===== config.mk =====
export PLATFORM = sky130hd
export DESIGN_NAME = rv_mc_sequencer
export DESIGN_NICKNAME = d
export VERILOG_FILES = /design/src/rtl/rv_mc_sequencer_pkg.sv /design/src/rtl/rv_mc_sequencer_wait_timer.sv /design/src/rtl/rv_mc_sequencer.sv
export SDC_FILE = /design/constraint.sdc
export NUM_CORES = 1
export LEC_CHECK = 0
export BUFFER_PORTS_ARGS = -buffer_cell sky130_fd_sc_hd__buf_2
export CAP_MARGIN = 20
export CORE_ASPECT_RATIO = 0.5
export CORE_UTILIZATION = 42
export DETAILED_ROUTE_END_ITERATION = 10
export GPL_TIMING_DRIVEN = 0
export PLACE_DENSITY = 0.73
export SLEW_MARGIN = 20
export SYNTH_ARGS = -nofsm -noshare
export SYNTH_HDL_FRONTEND = slang
export SYNTH_HIERARCHICAL = 1
export SYNTH_SLANG_ARGS = --single-unit

===== constraint.sdc =====
create_clock -name clk -period 3.69 [get_ports clk]
set_clock_uncertainty 0.2 [all_clocks]
set_input_delay 0.738 -clock clk [delete_from_list [all_inputs] [get_ports clk]]
set_output_delay 0.738 -clock clk [all_outputs]
set_load 0.02 [all_outputs]

===== src/rtl/rv_mc_sequencer_pkg.sv =====
// Shared types and constants for the multi-cycle instruction sequencer.
package rv_mc_sequencer_pkg;

    localparam int unsigned ADDR_WIDTH      = 32;
    localparam int unsigned DATA_WIDTH      = 32;
    localparam int unsigned TIMEOUT_DEFAULT = 255;
    localparam logic [31:0] NOP_INST        = 32'h0000_0013;

    typedef enum logic [2:0] {
        S_FETCH,
        S_EXEC,
        S_MEM,
        S_WB,
        S_ERR
    } seq_state_e;

endpackage


===== src/rtl/rv_mc_sequencer_wait_timer.sv =====
// Wait-cycle counter for one outstanding memory request; flags expiry when the
// TIMEOUT-th consecutive wait cycle passes without ready.
module rv_wait_timer #(
    parameter int unsigned TIMEOUT = rv_mc_sequencer_pkg::TIMEOUT_DEFAULT
) (
    input  logic clk,
    input  logic rst_n,
    input  logic start,
    input  logic pending,
    input  logic ready,
    output logic expired
);

    localparam int unsigned     CW   = $clog2(TIMEOUT + 1);
    localparam logic [CW-1:0]   LAST = CW'(TIMEOUT - 1);

    logic [CW-1:0] cnt_q;
    logic [CW-1:0] cnt_d;

    always_comb begin
        cnt_d = cnt_q;
        if (start) begin
            cnt_d = '0;
        end else if (pending && !ready) begin
            cnt_d = cnt_q + CW'(1);
        end
    end

    always_ff @(posedge clk or negedge rst_n) begin
        if (!rst_n) begin
            cnt_q <= '0;
        end else begin
            cnt_q <= cnt_d;
        end
    end

    // This wait cycle would take the count to TIMEOUT; ready in it still wins.
    assign expired = pending && !ready && (cnt_q == LAST);

endmodule


===== src/rtl/rv_mc_sequencer.sv =====
// Multi-cycle RV fetch/execute/memory/writeback sequencer with memory timeout.
// Define RV_SEQ_PERF_CNT_EN to add cycle_cnt / instret_cnt performance counters.
module rv_mc_sequencer #(
    parameter int unsigned           ADDR_WIDTH = rv_mc_sequencer_pkg::ADDR_WIDTH,
    parameter int unsigned           DATA_WIDTH = rv_mc_sequencer_pkg::DATA_WIDTH,
    parameter logic [ADDR_WIDTH-1:0] RESET_PC   = '0,
    parameter int unsigned           TIMEOUT    = rv_mc_sequencer_pkg::TIMEOUT_DEFAULT
) (
    input  logic                  clk,
    input  logic                  rst_n,
    output logic                  imem_req,
    output logic [ADDR_WIDTH-1:0] imem_addr,
    input  logic                  imem_ready,
    input  logic [DATA_WIDTH-1:0] imem_rdata,
    output logic [DATA_WIDTH-1:0] inst,
    output logic [ADDR_WIDTH-1:0] pc_current,
    input  logic [ADDR_WIDTH-1:0] nextpc,
    input  logic                  mem_access,
    input  logic                  mem_write,
    output logic                  dmem_req,
    output logic                  dmem_we,
    input  logic                  dmem_ready,
    input  logic                  reg_write,
    output logic                  reg_write_en,
    output logic                  retire,
    output logic                  err
`ifdef RV_SEQ_PERF_CNT_EN
    ,
    output logic [31:0]           cycle_cnt,
    output logic [31:0]           instret_cnt
`endif
);

    import rv_mc_sequencer_pkg::*;

    seq_state_e            state_q;
    logic [ADDR_WIDTH-1:0] pc_q;
    logic [DATA_WIDTH-1:0] ir_q;
    logic                  imem_req_q;
    logic                  dmem_req_q;
    logic                  dmem_we_q;
    logic                  reg_write_en_q;
    logic                  retire_q;
    logic                  err_q;

    logic wait_start;
    logic wait_pending;
    logic wait_ready;
    logic wait_expired;

    // Clearing during EXEC/WB leaves the count at zero on entry to MEM/FETCH.
    assign wait_start   = (state_q == S_EXEC) || (state_q == S_WB);
    assign wait_pending = imem_req_q || dmem_req_q;
    assign wait_ready   = (imem_req_q && imem_ready) || (dmem_req_q && dmem_ready);

    rv_wait_timer #(
        .TIMEOUT (TIMEOUT)
    ) u_wait_timer (
        .clk     (clk),
        .rst_n   (rst_n),
        .start   (wait_start),
        .pending (wait_pending),
        .ready   (wait_ready),
        .expired (wait_expired)
    );

    always_ff @(posedge clk or negedge rst_n) begin
        if (!rst_n) begin
            state_q        <= S_FETCH;
            pc_q           <= RESET_PC;
            ir_q           <= DATA_WIDTH'(NOP_INST);
            imem_req_q     <= 1'b1;
            dmem_req_q     <= 1'b0;
            dmem_we_q      <= 1'b0;
            reg_write_en_q <= 1'b0;
            retire_q       <= 1'b0;
            err_q          <= 1'b0;
        end else begin
            case (state_q)
                S_FETCH: begin
                    if (imem_ready) begin
                        ir_q       <= imem_rdata;
                        imem_req_q <= 1'b0;
                        state_q    <= S_EXEC;
                    end else if (wait_expired) begin
                        imem_req_q <= 1'b0;
                        err_q      <= 1'b1;
                        state_q    <= S_ERR;
                    end
                end
                S_EXEC: begin
                    if (mem_access) begin
                        dmem_req_q <= 1'b1;
                        dmem_we_q  <= mem_write;
                        state_q    <= S_MEM;
                    end else begin
                        reg_write_en_q <= reg_write;
                        retire_q       <= 1'b1;
                        state_q        <= S_WB;
                    end
                end
                S_MEM: begin
                    if (dmem_ready) begin
                        dmem_req_q     <= 1'b0;
                        dmem_we_q      <= 1'b0;
                        reg_write_en_q <= reg_write;
                        retire_q       <= 1'b1;
                        state_q        <= S_WB;
                    end else if (wait_expired) begin
                        dmem_req_q <= 1'b0;
                        dmem_we_q  <= 1'b0;
                        err_q      <= 1'b1;
                        state_q    <= S_ERR;
                    end
                end
                S_WB: begin
                    pc_q           <= nextpc;
                    reg_write_en_q <= 1'b0;
                    retire_q       <= 1'b0;
                    imem_req_q     <= 1'b1;
                    state_q        <= S_FETCH;
                end
                S_ERR: begin
                    state_q <= S_ERR;
                end
                default: begin
                    imem_req_q     <= 1'b0;
                    dmem_req_q     <= 1'b0;
                    dmem_we_q      <= 1'b0;
                    reg_write_en_q <= 1'b0;
                    retire_q       <= 1'b0;
                    err_q          <= 1'b1;
                    state_q        <= S_ERR;
                end
            endcase
        end
    end

    assign imem_req     = imem_req_q;
    assign imem_addr    = pc_q;
    assign pc_current   = pc_q;
    assign inst         = ir_q;
    assign dmem_req     = dmem_req_q;
    assign dmem_we      = dmem_we_q;
    assign reg_write_en = reg_write_en_q;
    assign retire       = retire_q;
    assign err          = err_q;

`ifdef RV_SEQ_PERF_CNT_EN
    logic [31:0] cycle_cnt_q;
    logic [31:0] instret_cnt_q;

    always_ff @(posedge clk or negedge rst_n) begin
        if (!rst_n) begin
            cycle_cnt_q   <= '0;
            instret_cnt_q <= '0;
        end else begin
            cycle_cnt_q <= cycle_cnt_q + 32'd1;
            if (retire_q) begin
                instret_cnt_q <= instret_cnt_q + 32'd1;
            end
        end
    end

    assign cycle_cnt   = cycle_cnt_q;
    assign instret_cnt = instret_cnt_q;
`endif

endmodule


[After elaboration in Yosys (flattened, before gate mapping)]
Index checks and enable logic that the tools add are counted.
Operators by class
  add/sub/neg operators: 1
  equal/unequal tests: 12
  multiplexer cells: 25
  bitwise logic cells: 4
  reductions and logical operators: 19
Operator list (count)
  case mux 1 bit (3 select lines): 6
  2-to-1 mux 8 bit: 2
  2-to-1 mux 1 bit: 13
  case mux 3 bit (4 select lines): 1
  inequality test 2 bit, second input constant: 5
  2-to-1 mux 3 bit: 3
  AND reduction 3 bit: 3
  OR reduction 3 bit: 3
  adder 8 x 1 -> 8 bit, second input constant: 1
  equality test 8 bit, second input constant: 1
  equality test 3 x 2 -> 1 bit, second input constant: 2
  inequality test 3 x 2 -> 1 bit, second input constant: 2
  logical AND 1 bit: 4
  NOT 1 bit: 4
  AND reduction 2 bit: 2
  equality test 3 x 1 -> 1 bit, second input constant: 1
  equality test 3 bit, second input constant: 1
  zero test 3 bit: 1
  logical OR 1 bit: 3
  nonzero test 2 bit: 1
  OR reduction 2 bit: 1
  zero test 1 bit: 1
Word-level totals
  flip-flop bits (word level): 81
  bits of input ports: 71
  output and inout bits: 102
  logic and storage cells: 71

[Logic depth before layout (Yosys ltp)]
  word-level depth: 8
  depth in mapped cells: 7
  depth with buffers taken out: 7

[Modules after synthesis]
Netlist, hierarchy kept.
Modules (own cells, without submodules)
  rv_mc_sequencer: times used 1, cells each 230, area an instance 3234.4 µm², sequential area each 1831.8 µm²
  rv_wait_timer: times used 1, cells each 44, area an instance 445.4 µm², sequential area each 200.2 µm²

[Worst setup path after synthesis]
Ideal clock, no wire load.
  path type: input -> register
  from: in dmem_ready
  to: reg dmem_we_q (netlist: dmem_we)
  setup time: 129 ps
  arrival: 1903 ps
  data required time: 3361 ps
  path slack: 1458 ps
  cell stages on the path: 6
  buffers on the path: 0
  path through: a22o_1 > nand3b_4 > nor3_1 > o21bai_1 > a32oi_1 > o31ai_1
On the way
  cells in the longest elaborated chain, start to end: 7
  elaborated cells on any way between the ends: 9
  classes of those cells: eq/ne (1); mux (2); reduce/logical (6)
RTL lines
  from (decl): RTL line rv_mc_sequencer.sv:22  | input logic dmem_ready,
  logical AND 1 bit: RTL line rv_mc_sequencer.sv:54  | assign wait_ready = (imem_req_q && imem_ready) || (dmem_req_q && dmem_ready);
  logical OR 1 bit: RTL line rv_mc_sequencer.sv:54
  zero test 1 bit: RTL line rv_mc_sequencer_wait_timer.sv:38  | assign expired = pending && !ready && (cnt_q == LAST);
  logical AND 1 bit (2 in series): RTL line rv_mc_sequencer_wait_timer.sv:38
  net wait_expired: RTL line rv_mc_sequencer.sv:49  | logic wait_expired;
  inequality test 3 x 2 -> 1 bit (no line)
  AND reduction 3 bit (no line)
  to (signal assigned): RTL line rv_mc_sequencer.sv:94  | dmem_we_q <= mem_write;
  to (decl): RTL line rv_mc_sequencer.sv:41  | logic dmem_we_q;
The timed path passes the listed nets, and every way through them passes these cells.
A chain may end at the register's enable or synchronous reset.

[Worst setup path in the final report]
  from: in dmem_ready
  to: reg dmem_we_q (netlist: dmem_we)
On the way
  cells in the longest elaborated chain, start to end: 7
  elaborated cells on any way between the ends: 9
  classes of those cells: eq/ne (1); mux (2); reduce/logical (6)
RTL lines
  logical AND 1 bit: RTL line rv_mc_sequencer.sv:54
  logical OR 1 bit: RTL line rv_mc_sequencer.sv:54
  net wait_ready: RTL line rv_mc_sequencer.sv:48  | logic wait_ready;
  zero test 1 bit: RTL line rv_mc_sequencer_wait_timer.sv:38
  logical AND 1 bit (2 in series): RTL line rv_mc_sequencer_wait_timer.sv:38
  net wait_expired: RTL line rv_mc_sequencer.sv:49
  inequality test 3 x 2 -> 1 bit (no line)
  AND reduction 3 bit (no line)
The timed path passes the listed nets, and every way through them passes these cells.

==> reports/qor.csv <==
stage;metric;value;unit
status;status;finished, final reports clean;
flow_run;# Max-Cap Violations;0;
die;Initial Util;44.71;%
yosys;sequential cell area fraction in the yosys report;55.22;%
routing;via count;2708;
yosys;Mapped Area;3680;sq um
place;Routability Congestion;0.7811;
clock_tree;TritonCTS clock tree;built;
grt;largest net degree at the start of global routing;47;
routing;DRC;0;
clock_tree;clk root buf;clkbuf_16;
routing;Final ANT Viol Nets;0;
worst_setup_path;startpoint types;input port;
routing;starting DRC count in detailed routing;101;
clock_tree;CTS Sinks;81;
pwr;Peak supply drop;0.3665;mV
die;Die X-Extent;134.4;um
place;IO Port Bufs;172;
worst_setup_path;Max FO, Critical Path;9;
routing;drt via density;4.710;
yosys;Post-Synthesis Cells;274;
die;IO Count;173;
worst_setup_path;Setup CP Type;in2reg;
worst_setup_path;CP endpoint kind;flop;
timing;final setup fails;0;
timing;Final TNS setup;0;ns
die;die area;9162;sq um
grt;Total Routing Usage GR;16.54;%
die;chip height;68.19;um
yosys;Post-synth EDFFs;0;
die;row count;23;
clock_tree;Post-CTS Setup Repair Bufs;0;
yosys;Yosys warning count;6;
routing;DR pass1 iterations;4;
worst_setup_path;Worst EP arrival;2.42;ns
grt;first-pass GRT wire length;11.73;mm
yosys;register bit total from synthesis;81;
yosys;post-synthesis average cell area;13.43;sq um
grt;initial antenna violation count;0;
clock_tree;PostCTS Resize Cnt;0;
yosys;syn nets;347;
clock_tree;CTS Hold Buffers Added;0;
worst_setup_path;Req. time, crit path;3.69;ns
timing;final setup margin;1.268;ns
pwr;pwr dens;1004;nW/um^2
grt;GRT overflow;0;
clock_tree;Worst-Skew Late Latency;0.32;ns
timing;Least-Margin Pin Slew;0.7489;ns
pwr;P_leak;0.002517;uW
timing;FMAX;412.8;MHz
yosys;Synth Flop Type;dfrtp_1;
timing;Slew Limit Fails;0;
timing;Slew headroom;49.69;%
place;post-DP HPWL;5.805;mm
finish;Fillers;707;
yosys;ys async rst share;100.0;%
clock_tree;CTS H-tree lvls;3;
clock_tree;Worst-path clk slew;0.06;ns
place;post-placement setup slack;0.9779;ns
finish;n_diodes;0;
timing;final hold vios;0;
worst_setup_path;worst path cell trace;buf_2 -> a22o_1 -> nand3b_4 -> nor3_1 -> o21bai_1 -> a32oi_1 -> o31ai_1;
clock_tree;TritonCTS buffer count;9;
clock_tree;Max clock buf depth;2;
finish;Final #Nets;531;
timing;Final min period;2.423;ns
hold_path;min-delay worst type;in2async;
worst_setup_path;Crit path max-delay family;simple AND/OR/NAND/NOR gates;
worst_setup_path;CP peak stage delay;0.60;ns
finish;layout cells sized above 1;65.23;%
routing;Avg WL per Cell;13.41;um
timing;RSZ-0062 raised after global routing;no;
grt;vias in the first global route;2441;
finish;Layout area overhead;36.18;%
timing;crit share post-route;65.65;%
worst_setup_path;CP max-delay cell;nor3_1;
yosys;Yosys cell types;48;
die;Core Area;8230;sq um
worst_setup_path;CP bufs+invs;1;
routing;final wirelength;7.710;mm
synth_stat cells (2+ instances only):
library cell   n  area share [%]
a211oi_1       3            0.61
a21oi_1        8             1.1
and2b_1        2            0.41
buf_2          2            0.27
buf_4         36             7.3
buf_6          3            0.92
dfrtp_1       77              52
dfstp_2        4             2.9
ha_1           2            0.68
inv_1          7            0.71
mux2_2        56              17
mux2_4         9             3.7
nand2_1        6            0.61
nand2b_1       3            0.51
nand3_1        3            0.41
nand4_1        2            0.34
nor2_1         7            0.71
nor2b_1        5            0.85
o21ai_0        3            0.41
o22ai_1        2            0.34
o31ai_1        5             1.0
or4_1          3            0.61
worst reg2reg max path, delay by kind of cell (launching register included):
kind | cells | cell delay, ns
AOI/OAI and AO/OA | 4 | 0.78
DFF | 1 | 0.42
and+or+nand+nor | 2 | 0.80
flip-flops by register name, summed over array words and instances (netlist names):
name	count
imem_addr	32
err	1
retire	1
state_q	3
dmem_req	1
reg_write_en	1
u_wait_timer/cnt_q	8
inst	32
imem_req	1
dmem_we	1
report_power, final:
group | internal (uW) | switching (uW)
logic | 1200 | 1370
clock network | 559 | 329
registers | 1320 | 258
layout make-up:
class                   count  area, sq um  area share [%]
clock inverters             3        40.04          0.7990
repair buffers            173        890.9           17.78
flip-flops and latches     81         2032           40.55
inverters                   7        26.28          0.5243
multi-input cells         142         1285           25.64
plain buffers              44        336.6           6.717
clock buffers              13        260.3           5.194
well taps                 112        140.1           2.796
final timing paths:
path                       startpoint        to  slack, ns  cells after the start
setup / recovery           dmem_ready   dmem_we       1.27                      7
hold / removal                  rst_n  dmem_req       0.18                      1
setup reg to reg             dmem_req   dmem_we       1.37                      6
hold reg to reg               inst[2]   inst[2]       0.30                      1
max in group asynchronous       rst_n   inst[0]       2.47                      2
min in group clk              inst[2]   inst[2]       0.30                      1
placed cells by master, fill, tap and decap left out, types with 2 or more instances in the layout:
cell type  synthesis  routed
mux2_2            56      56
nand3_1            3       3
clkbuf_8           0       2
dfrtp_1           77      77
nand2b_1           3       3
nor2_1             7       7
a21oi_1            8       8
nor2b_1            5       5
o21ai_0            3       3
mux2_4             9       9
buf_6              3       3
clkinv_2           0       2
o22ai_1            2       2
clkbuf_1           1       3
dfstp_2            4       4
buf_2              2     173
or4_1              3       3
inv_1              7       7
ha_1               2       2
nand4_1            2       2
a211oi_1           3       3
nand2_1            6       6
and2b_1            2       2
o31ai_1            5       5
buf_4             36      37
clkbuf_16          0       9
per-layer routing:
layer,GRT usage [%],routed length [um]
met2,29.99,4192
met3,3.852,302
met4,7.163,123
met1,19.38,3092
met5,0,0
kinds of logic after synthesis:
kind of cell,synth area share [%]
multiplexers,21.08
adder cells (fa/ha/maj),0.6799
XOR/XNOR,0.4761
buffers and inverters,9.860
flip-flops,55.22
AND/OR/NAND/NOR,7.107
AO/OA/AOI/OAI,5.577
metrics by stage:
step                total power (uW)  hold slack [ns]  area, sq um  cells  utilization (%)
floorplan                       3398           0.2424         3680    274                -
global placement                4128           0.2801         4681    558            56.87
detailed placement              4191           0.2864         4711    559            57.24
CTS                             5091           0.1971         5011    575            60.88
global route                    5334           0.2171         5011    575            60.88
finish                          5030           0.1776         5011    575            60.88
(Power assumes the default switching activity.)
